File: src/rtl/sp_stack_ctrl.sv
// rtl/sp_stack_ctrl.sv - stack pointer register, SP_ALU control encoding and stack RAM
module sp_stack_ctrl #(
    parameter int DATA_W = 16,
    parameter int SP_W   = 5
) (
    input  logic              clk,
    input  logic              rst_n,
    input  logic              flush,
    input  logic              push_valid,
    input  logic [DATA_W-1:0] push_data,
    output logic              push_ready,
    input  logic              pop_req,
    output logic              pop_valid,
    output logic [DATA_W-1:0] pop_data,
    output logic [SP_W-1:0]   sp,
    output logic              sp_sel,
    output logic              sp_sel1,
    output logic              full,
    output logic              empty,
    output logic              ovf_err,
    output logic              unf_err,
    input  logic              err_clr
);

    localparam int DEPTH = 2 ** SP_W;

    logic [DATA_W-1:0] mem [DEPTH];
    logic              full_q;
    logic              pop_acc;
    logic              push_acc;
    logic              push_only;
    logic              pop_only;
    logic              both_acc;
    logic [SP_W-1:0]   sp_inc;
    logic [SP_W-1:0]   sp_dec;
    logic              ovf_set;
    logic              unf_set;

    // Status, acceptance and SP arithmetic; next-SP wraps naturally in SP_W bits
    always_comb begin
        empty      = (sp == '0) && !full_q;
        full       = full_q;
        pop_acc    = pop_req && !empty;
        push_ready = !full_q || pop_acc;
        push_acc   = push_valid && push_ready;
        push_only  = push_acc && !pop_acc;
        pop_only   = pop_acc && !push_acc;
        both_acc   = push_acc && pop_acc;
        sp_inc     = sp + 1'b1;
        sp_dec     = sp - 1'b1;
        ovf_set    = push_valid && full_q && !pop_acc;
        unf_set    = pop_req && empty;
    end

    // SP_ALU control: decrement on pop-only, increment on push-only, otherwise hold
    always_comb begin
        sp_sel  = 1'b0;
        sp_sel1 = 1'b1;
        if (!flush) begin
            if (pop_only) begin
                sp_sel  = 1'b1;
                sp_sel1 = 1'b0;
            end else if (push_only) begin
                sp_sel  = 1'b0;
                sp_sel1 = 1'b0;
            end
        end
    end

    // Stack RAM writes; not reset, suppressed during flush
    always_ff @(posedge clk) begin
        if (!flush) begin
            if (push_only) begin
                mem[sp] <= push_data;
            end else if (both_acc) begin
                mem[sp_dec] <= push_data;
            end
        end
    end

    // SP, full flag and popped-data register; RAM read sees the pre-write contents
    always_ff @(posedge clk or negedge rst_n) begin
        if (!rst_n) begin
            sp        <= '0;
            full_q    <= 1'b0;
            pop_valid <= 1'b0;
            pop_data  <= '0;
        end else if (flush) begin
            sp        <= '0;
            full_q    <= 1'b0;
            pop_valid <= 1'b0;
        end else begin
            pop_valid <= pop_acc;
            if (pop_acc) begin
                pop_data <= mem[sp_dec];
            end
            if (push_only) begin
                sp <= sp_inc;
                if (sp == SP_W'(DEPTH - 1)) begin
                    full_q <= 1'b1;
                end
            end else if (pop_only) begin
                sp     <= sp_dec;
                full_q <= 1'b0;
            end
        end
    end

    // Sticky error flags; a new error in the same cycle beats err_clr
    always_ff @(posedge clk or negedge rst_n) begin
        if (!rst_n) begin
            ovf_err <= 1'b0;
            unf_err <= 1'b0;
        end else begin
            if (ovf_set) begin
                ovf_err <= 1'b1;
            end else if (err_clr) begin
                ovf_err <= 1'b0;
            end
            if (unf_set) begin
                unf_err <= 1'b1;
            end else if (err_clr) begin
                unf_err <= 1'b0;
            end
        end
    end

endmodule

File: config.mk
export PLATFORM = sky130hd
export DESIGN_NAME = sp_stack_ctrl
export DESIGN_NICKNAME = d
export VERILOG_FILES = /design/src/rtl/sp_stack_ctrl.sv
export SDC_FILE = /design/constraint.sdc
export NUM_CORES = 1
export LEC_CHECK = 0
export CORE_MARGIN = 10
export CORE_UTILIZATION = 55
export DETAILED_ROUTE_END_ITERATION = 10
export GPL_ROUTABILITY_DRIVEN = 1
export PLACE_DENSITY_LB_ADDON = 0.25
export SYNTH_ARGS = -nofsm -noshare
export SYNTH_HDL_FRONTEND = slang
export SYNTH_SLANG_ARGS = --single-unit
File: constraint.sdc
create_clock -name clk -period 5.9 [get_ports clk]
set_input_delay 1.77 -clock clk [delete_from_list [all_inputs] [get_ports clk]]
set_output_delay 1.77 -clock clk [all_outputs]
set_load 0.01 [all_outputs]
==> summary.md, run 1 <==
| Metric | Value |
|---|---|
| DRT Pass-1 Iters | `5` |
| Global placement routability congestion | `between 0.7 and 0.8` |
| Vias | `10004` |
| Initial Utilization | `55.9%` |
| H-tree depth | `2` |
| Max Slew Vio Count | `0` |
| Max-Cap Viols | `0` |
| Worst hold path class | `register to register` |
| Clock Latency Late Sink | `0.59 ns` |
| Post-synth EDFFs | `between 500 and 600` |
| Crit Path Class | `input pin to primary output` |
| Post-synthesis sequential area ratio | `roughly three quarters` |
| Hold path startpoint | `unf_err$_DFFE_PN0P_` |
| Vias in the first global route | `about 10000` |
| Die H | `216 µm` |
| Setup TNS | `0 ns` |
| Synthesized cell area | `~0.021 mm²` |
| Post-route cell area | `~0.024 mm²` |
| Crit-path max FO | `4` |
| Pin count of the biggest net entering global routing | `63` |
| Slew @ Worst Pin | `about 1.3 ns` |
| Ys async rst share | `around 4.7%` |
| Layout cell share with drive strength beyond 1 | `25.9%` |
| CTS Sinks | `approximately 540` |
| Syn Inst Count | `about 1000` |
| Syn-to-layout area delta | `13.4%` |
| IO Port Bufs | `50` |
| R2r endpoint | `mem[14][10]$_DFFE_PP_` |
| Status | `finished, final reports clean` |
| CTS Root Buffer Type | `clkbuf_16` |
| Routed WL | `45.2 mm` |
| CP required | `4.13 ns` |
| Fin crit period | `around 5.4 ns` |
| Cts hold-fix bufs | `0` |
| Syn_nets | `roughly 1000` |
| Post-DP HPWL | `between 20 and 30 mm` |
| Slowest stage delay, CP | `0.55 ns` |
| Clk slew on worst S/H paths | `roughly 0.06 ns` |
| CTS Buf Count | `a little over 50` |
| Predominant post-synthesis flop cell | `edfxtp_1` |
| Power per cell area | `~480 mW/mm²` |
| Remaining global-route overflow | `0` |
| Final setup fails | `0` |
| DP Area | `approximately 0.022 mm²` |
| Peak supply drop | `around 0.31 mV` |
| Min Hold Slack | `approximately 0.5 ns` |
| Final Cycle Share | `about 91%` |
| Hold endpoint | `unf_err$_DFFE_PN0P_` |
| Initial antenna violation count | `1` |
| First-pass GRT wire length | `approximately 68 mm` |
| Wire per inst | `27.7 µm` |
| CORE AREA | `0.0378 mm²` |
| Yosys reg bits | `between 500 and 600` |
| PnR Total Power | `0.0115 W` |
| Worst path slowest cell | `clkdlybuf4s50_1` |
| Clock Skew | `roughly 0.016 ns` |
| Hold depth | `1` |
| CP endpoint kind | `primary output` |
| Reg2Reg Depth | `11` |
| Rel. slew slack | `10.0%` |
| R2R setup slack | `roughly 1.8 ns` |
| Grt met1 use | `approximately 28%` |
| I/O pin cnt | `51` |
| Hold Fails Final Rpt | `0` |
| CP Data Arrival Time | `roughly 3.6 ns` |
| Top cell family by delay on the critical path | `buffers and inverters` |
| Post-synthesis average cell area | `about 22 µm²` |
| Final net count | `1105` |
| Leakage | `7.57 nW` |
| Final core utilization | `63.4%` |
| Crit-path most repeated cell | `clkdlybuf4s50_1` |
| GR Util All Layers | `19.5%` |
| Post-CTS Resized | `0` |
| Maximum clock frequency | `~0.19 GHz` |
| Clock buffer depth | `3` |
| Met2 Track Usage GR | `between 30% and 40%` |
| DRC | `0` |
| CTS tree | `built` |
| Full die area | `between 0.04 and 0.05 mm²` |
| RSZ-0062 raised after global routing | `no` |
| Post-synthesis cell type count | `54` |
| CP Cell Sequence | `clkdlybuf4s50_1 -> nand2b_1 -> and2_1 -> inv_1 -> ha_1 -> nor2b_1 -> clkdlybuf4s50_1` |
| CP Launch Type | `input pin` |
| Top Usage Layer GRT | `met2` |
| Postcts setup bufs | `0` |
| Worst reg2reg path startpoint | `sp[1]$_DFFE_PN0P_` |
| Antenna Violating Nets Remaining | `0` |
| Die W | `216 µm` |
| Met3 usage in global routing | `3.51%` |
| Initial drt markers | `1015` |
| Via density | `6.14` |
| WP buf/inv | `3` |
| Yosys Warn Count | `0` |
| # rows | `71` |
[stage by stage]
step | std cells | worst slack, ns
finish | 1628 | 0.535
global route | 1625 | 0.411
CTS | 1625 | 0.529
detailed placement | 1535 | 0.548
global placement | 1535 | 0.573
floorplan | 977 | 1.33
[flip-flops by register name (all words and copies together) (netlist names)]
name / cells
pop_valid: 1
ovf_err: 1
mem: 512
sp: 5
pop_data: 16
full: 1
unf_err: 1
[layout make-up]
class,count,area [µm²]
sequential,537,16000
fill,2585,13900
multi-input combinational,375,4780
clock buffer,69,1450
timing repair buffer,101,896
tap,511,639
clock inverter,21,180
inverter,11,41.3
antenna,3,7.51
[logic make-up after synthesis]
kind of cell	share of synthesized area (%)
multiplexers	15.6
flip-flops	75.6
AO/OA/AOI/OAI	2.27
buffers and inverters	2.06
XOR/XNOR	0.491
AND/OR/NAND/NOR	3.59
adder cells (fa/ha/maj)	0.355
[how the worst max path moves through the flow]
stage,startpoint,to,slack (ns),cells after the start
6_report,pop_req,sp_sel,0.53,7
5_1_grt,pop_req,sp_sel,0.41,7
4_1_cts,pop_req,sp_sel,0.53,7
3_5_place_dp,pop_req,sp_sel,0.55,7
3_3_place_gp,pop_req,sp_sel,0.57,7
2_1_floorplan,pop_req,mem[10][0]$_DFFE_PP_,1.33,8
[cell usage after synthesis, drive strengths merged (9+ instances only)]
cell | instances | area, µm²
edfxtp | 512 | 15400
mux4 | 144 | 3290
nor2 | 56 | 210
buf | 39 | 339
dfrtp | 25 | 626
nand2 | 21 | 78.8
nor2b | 18 | 113
or3 | 18 | 113
o22ai | 17 | 106
a211oi | 16 | 120
a21oi | 16 | 80.1
clkbuf | 15 | 56.3
inv | 11 | 41.3
xnor2 | 9 | 86.3
[layer usage]
metal,vias up,share of wire (%)
li1,4267,-
met1,5312,42
met2,378,49
met3,47,7.9
met4,0,1.6
met5,-,0
[layout by cell type, fill, tap and decap left out, types with 17 or more instances in the layout]
cell	instances
buf_4	50
clkbuf_16	53
clkdlybuf4s50_1	50
dfrtp_1	24
edfxtp_1	512
mux4_2	132
nand2_1	21
nor2_1	40
nor2b_1	18
o22ai_1	17
or3_1	18
[report_power, final]
part	switching [W]	total (W)	internal, W
logic	0.00208	0.00387	0.00179
clock network	0.00133	0.00317	0.00184
registers	0.000105	0.00445	0.00435
total	0.00352	0.0115	0.00798
No activity file was read; power rests on OpenSTA's default activity.
==> run 2, diff against run 1 <==
--- a/config.mk
+++ b/config.mk
@@ -13,3 +13,4 @@
 export SYNTH_ARGS = -nofsm -noshare
 export SYNTH_HDL_FRONTEND = slang
 export SYNTH_SLANG_ARGS = --single-unit
+export TNS_END_PERCENT = 30
==> results of run 2 <==
Final layout, timing and power as in run 1 (identical DEF).
==> run 3, diff against run 2 <==
--- a/config.mk
+++ b/config.mk
@@ -5,11 +5,13 @@
 export SDC_FILE = /design/constraint.sdc
 export NUM_CORES = 1
 export LEC_CHECK = 0
+export CORE_ASPECT_RATIO = 0.8
 export CORE_MARGIN = 10
-export CORE_UTILIZATION = 55
+export CORE_UTILIZATION = 61
 export DETAILED_ROUTE_END_ITERATION = 10
 export GPL_ROUTABILITY_DRIVEN = 1
 export PLACE_DENSITY_LB_ADDON = 0.25
+export RECOVER_POWER = 100
 export SYNTH_ARGS = -nofsm -noshare
 export SYNTH_HDL_FRONTEND = slang
 export SYNTH_SLANG_ARGS = --single-unit
==> run 3 against run 2 <==
The flow now finishes with violations (max-capacitance violations, max-slew violations); critical path depth unchanged; via count up 1.4%; global-route usage up 2.2 points; register-to-register slack worse by 0.80 ns; non-clock buffer count unchanged; hold slack worse by 0.023 ns; power up 3.9%; clock power up 14%; largest cell class unchanged; highest routed layer unchanged.
==> summary.md, run 3 (synthesis results as in run 1) <==
| Metric | Value |
|---|---|
| Vias | `10143` |
| I/O pin cnt | `between 50 and 60` |
| Hold Fails Final Rpt | `0` |
| Top reg by flops | `mem` |
| R2R setup slack | `slightly above 1 ns` |
| WP buf/inv | `3` |
| Failing checks | `max-capacitance violations, max-slew violations` |
| Clock Latency Late Sink | `0.57 ns` |
| Final setup fails | `0` |
| Max Slew Vio Count | `450` |
| IO Port Bufs | `50` |
| Power per cell area | `498 mW/mm²` |
| Clock Skew | `roughly 0.02 ns` |
| Largest registers | `mem: 512 flops, pop_data: 16 flops, sp: 5 flops` |
| Layout cell share with drive strength beyond 1 | `around 22%` |
| Full die area | `approximately 0.043 mm²` |
| Worst reg2reg path startpoint | `sp[1]$_DFFE_PN0P_` |
| Initial antenna violation count | `3` |
| Via density | `6.41` |
| Final net count | `~1100` |
| Clock buffer depth | `3` |
| Global placement routability congestion | `roughly 0.8` |
| Reg2Reg Depth | `11` |
| Crit-path max FO | `4` |
| Remaining global-route overflow | `0` |
| CTS tree | `built` |
| CP required | `between 4 and 5 ns` |
| Fin crit period | `5.52 ns` |
| RSZ-0062 raised after global routing | `no` |
| CP Launch Type | `input pin` |
| Max reg flops | `between 500 and 600` |
| Stages on worst setup path | `7` |
| Maximum clock frequency | `approximately 0.18 GHz` |
| DRT Pass-1 Iters | `6` |
| Slowest stage delay, CP | `approximately 0.60 ns` |
| Worst path slowest cell | `dlygate4sd3_1` |
| CTS Sinks | `537` |
| Syn-to-layout area delta | `13.4%` |
| Vias in the first global route | `around 10000` |
| Initial Utilization | `62.3%` |
| CP endpoint kind | `primary output` |
| Cts hold-fix bufs | `0` |
| Clk slew on worst S/H paths | `roughly 0.060 ns` |
| Postcts setup bufs | `0` |
| Status | `complete, but fails checks` |
| DRC | `0` |
| Crit Path Class | `input pin to primary output` |
| Most frequent cells in the layout | `512 x edfxtp_1, 132 x mux4_2, 50 x clkbuf_16, 47 x nor2_1, 46 x dlygate4sd3_1` |
| CP Data Arrival Time | `between 3 and 4 ns` |
| Leakage | `between 7 and 8 nW` |
| Critical path launch point | `pop_req` |
| Worst hold path class | `register to register` |
| Most common cell after layout, fill and taps aside | `edfxtp_1` |
| CP Cell Sequence | `dlygate4sd3_1 -> nand2b_1 -> and2_0 -> inv_1 -> ha_1 -> nor2b_1 -> clkdlybuf4s50_1` |
| Die W | `228 µm` |
| H-tree depth | `2` |
| Peak supply drop | `roughly 0.41 mV` |
| Final core utilization | `a little over two thirds` |
| CORE AREA | `0.0339 mm²` |
| # rows | `60` |
| Wire per inst | `between 20 and 30 µm` |
| GR Util All Layers | `between 20% and 30%` |
| Top cell family by delay on the critical path | `buffers and inverters` |
| Max-Cap Viols | `14` |
| Rel. slew slack | `-21.0%` |
| Die H | `187 µm` |
| Final Cycle Share | `93.5%` |
| R2r endpoint | `mem[14][0]$_DFFE_PP_` |
| Hold path startpoint | `ovf_err$_DFFE_PN0P_` |
| CTS Buf Count | `50` |
| Pin count of the biggest net entering global routing | `between 90 and 100` |
| Post-DP HPWL | `26.2 mm` |
| Initial drt markers | `between 1000 and 1500` |
| First-pass GRT wire length | `approximately 69 mm` |
| Slew @ Worst Pin | `~1.8 ns` |
| Worst setup path endpoint | `sp_sel` |
| Antenna Violating Nets Remaining | `0` |
| CTS Root Buffer Type | `clkbuf_16` |
| Setup TNS | `0 ns` |
| Routed WL | `around 45 mm` |
| Post-CTS Resized | `0` |
run 3: worst min-delay path by stage:
stage	endpoint	cells past startpoint
after global routing	ovf_err$_DFFE_PN0P_	1
after CTS	ovf_err$_DFFE_PN0P_	1
after global placement	ovf_err$_DFFE_PN0P_	1
after detailed placement	ovf_err$_DFFE_PN0P_	1
after floorplan	ovf_err$_DFFE_PN0P_	1
final	ovf_err$_DFFE_PN0P_	1
run 3: worst reg2reg max path, stage by stage (launching register included):
cell      delay [ns]
dfrtp_1         0.56
inv_1           0.20
ha_4            0.24
nor3b_2         0.27
nor3b_1         0.45
nor2b_1         0.15
inv_1           0.08
ha_1            0.34
nand2_1         0.16
nor3_1          0.23
o21bai_1        0.33
nor2_1          1.45
run 3: area by class of cell:
| type | count | area (µm²) |
|---|---|---|
| fill | 2050 | 9950 |
| clock buffer | 51 | 1250 |
| multi-input combinational | 375 | 4750 |
| inverter | 11 | 41.3 |
| antenna | 1 | 2.50 |
| timing repair buffer | 101 | 741 |
| clock inverter | 41 | 604 |
| tap | 465 | 582 |
| sequential | 537 | 16000 |
run 3: power breakdown:
group          internal, W  switching (W)  leakage, nW
Combinational      0.00177        0.00214         1.72
Clock              0.00221        0.00138        0.912
Sequential         0.00435      0.0000949         4.93
Total              0.00833        0.00362         7.56
run 3: per-layer routing:
layer	track usage, %	wire length (µm)
met5	0	0
met3	5.38	4980
met2	31.6	20900
met1	32.0	18400
met4	6.35	1020
run 3: stage by stage:
step | hold slack [ns] | area, µm² | total power [W] | setup slack [ns] | instances
detailed placement | 0.476 | 22300 | 0.00846 | 0.517 | 1489
global placement | 0.478 | 22300 | 0.00840 | 0.593 | 1489
global route | 0.506 | 24000 | 0.0124 | 0.255 | 1581
finish | 0.483 | 24000 | 0.0119 | 0.382 | 1582
CTS | 0.491 | 24200 | 0.0121 | 0.505 | 1581
floorplan | 0.521 | 21200 | 0.00731 | 1.33 | 977
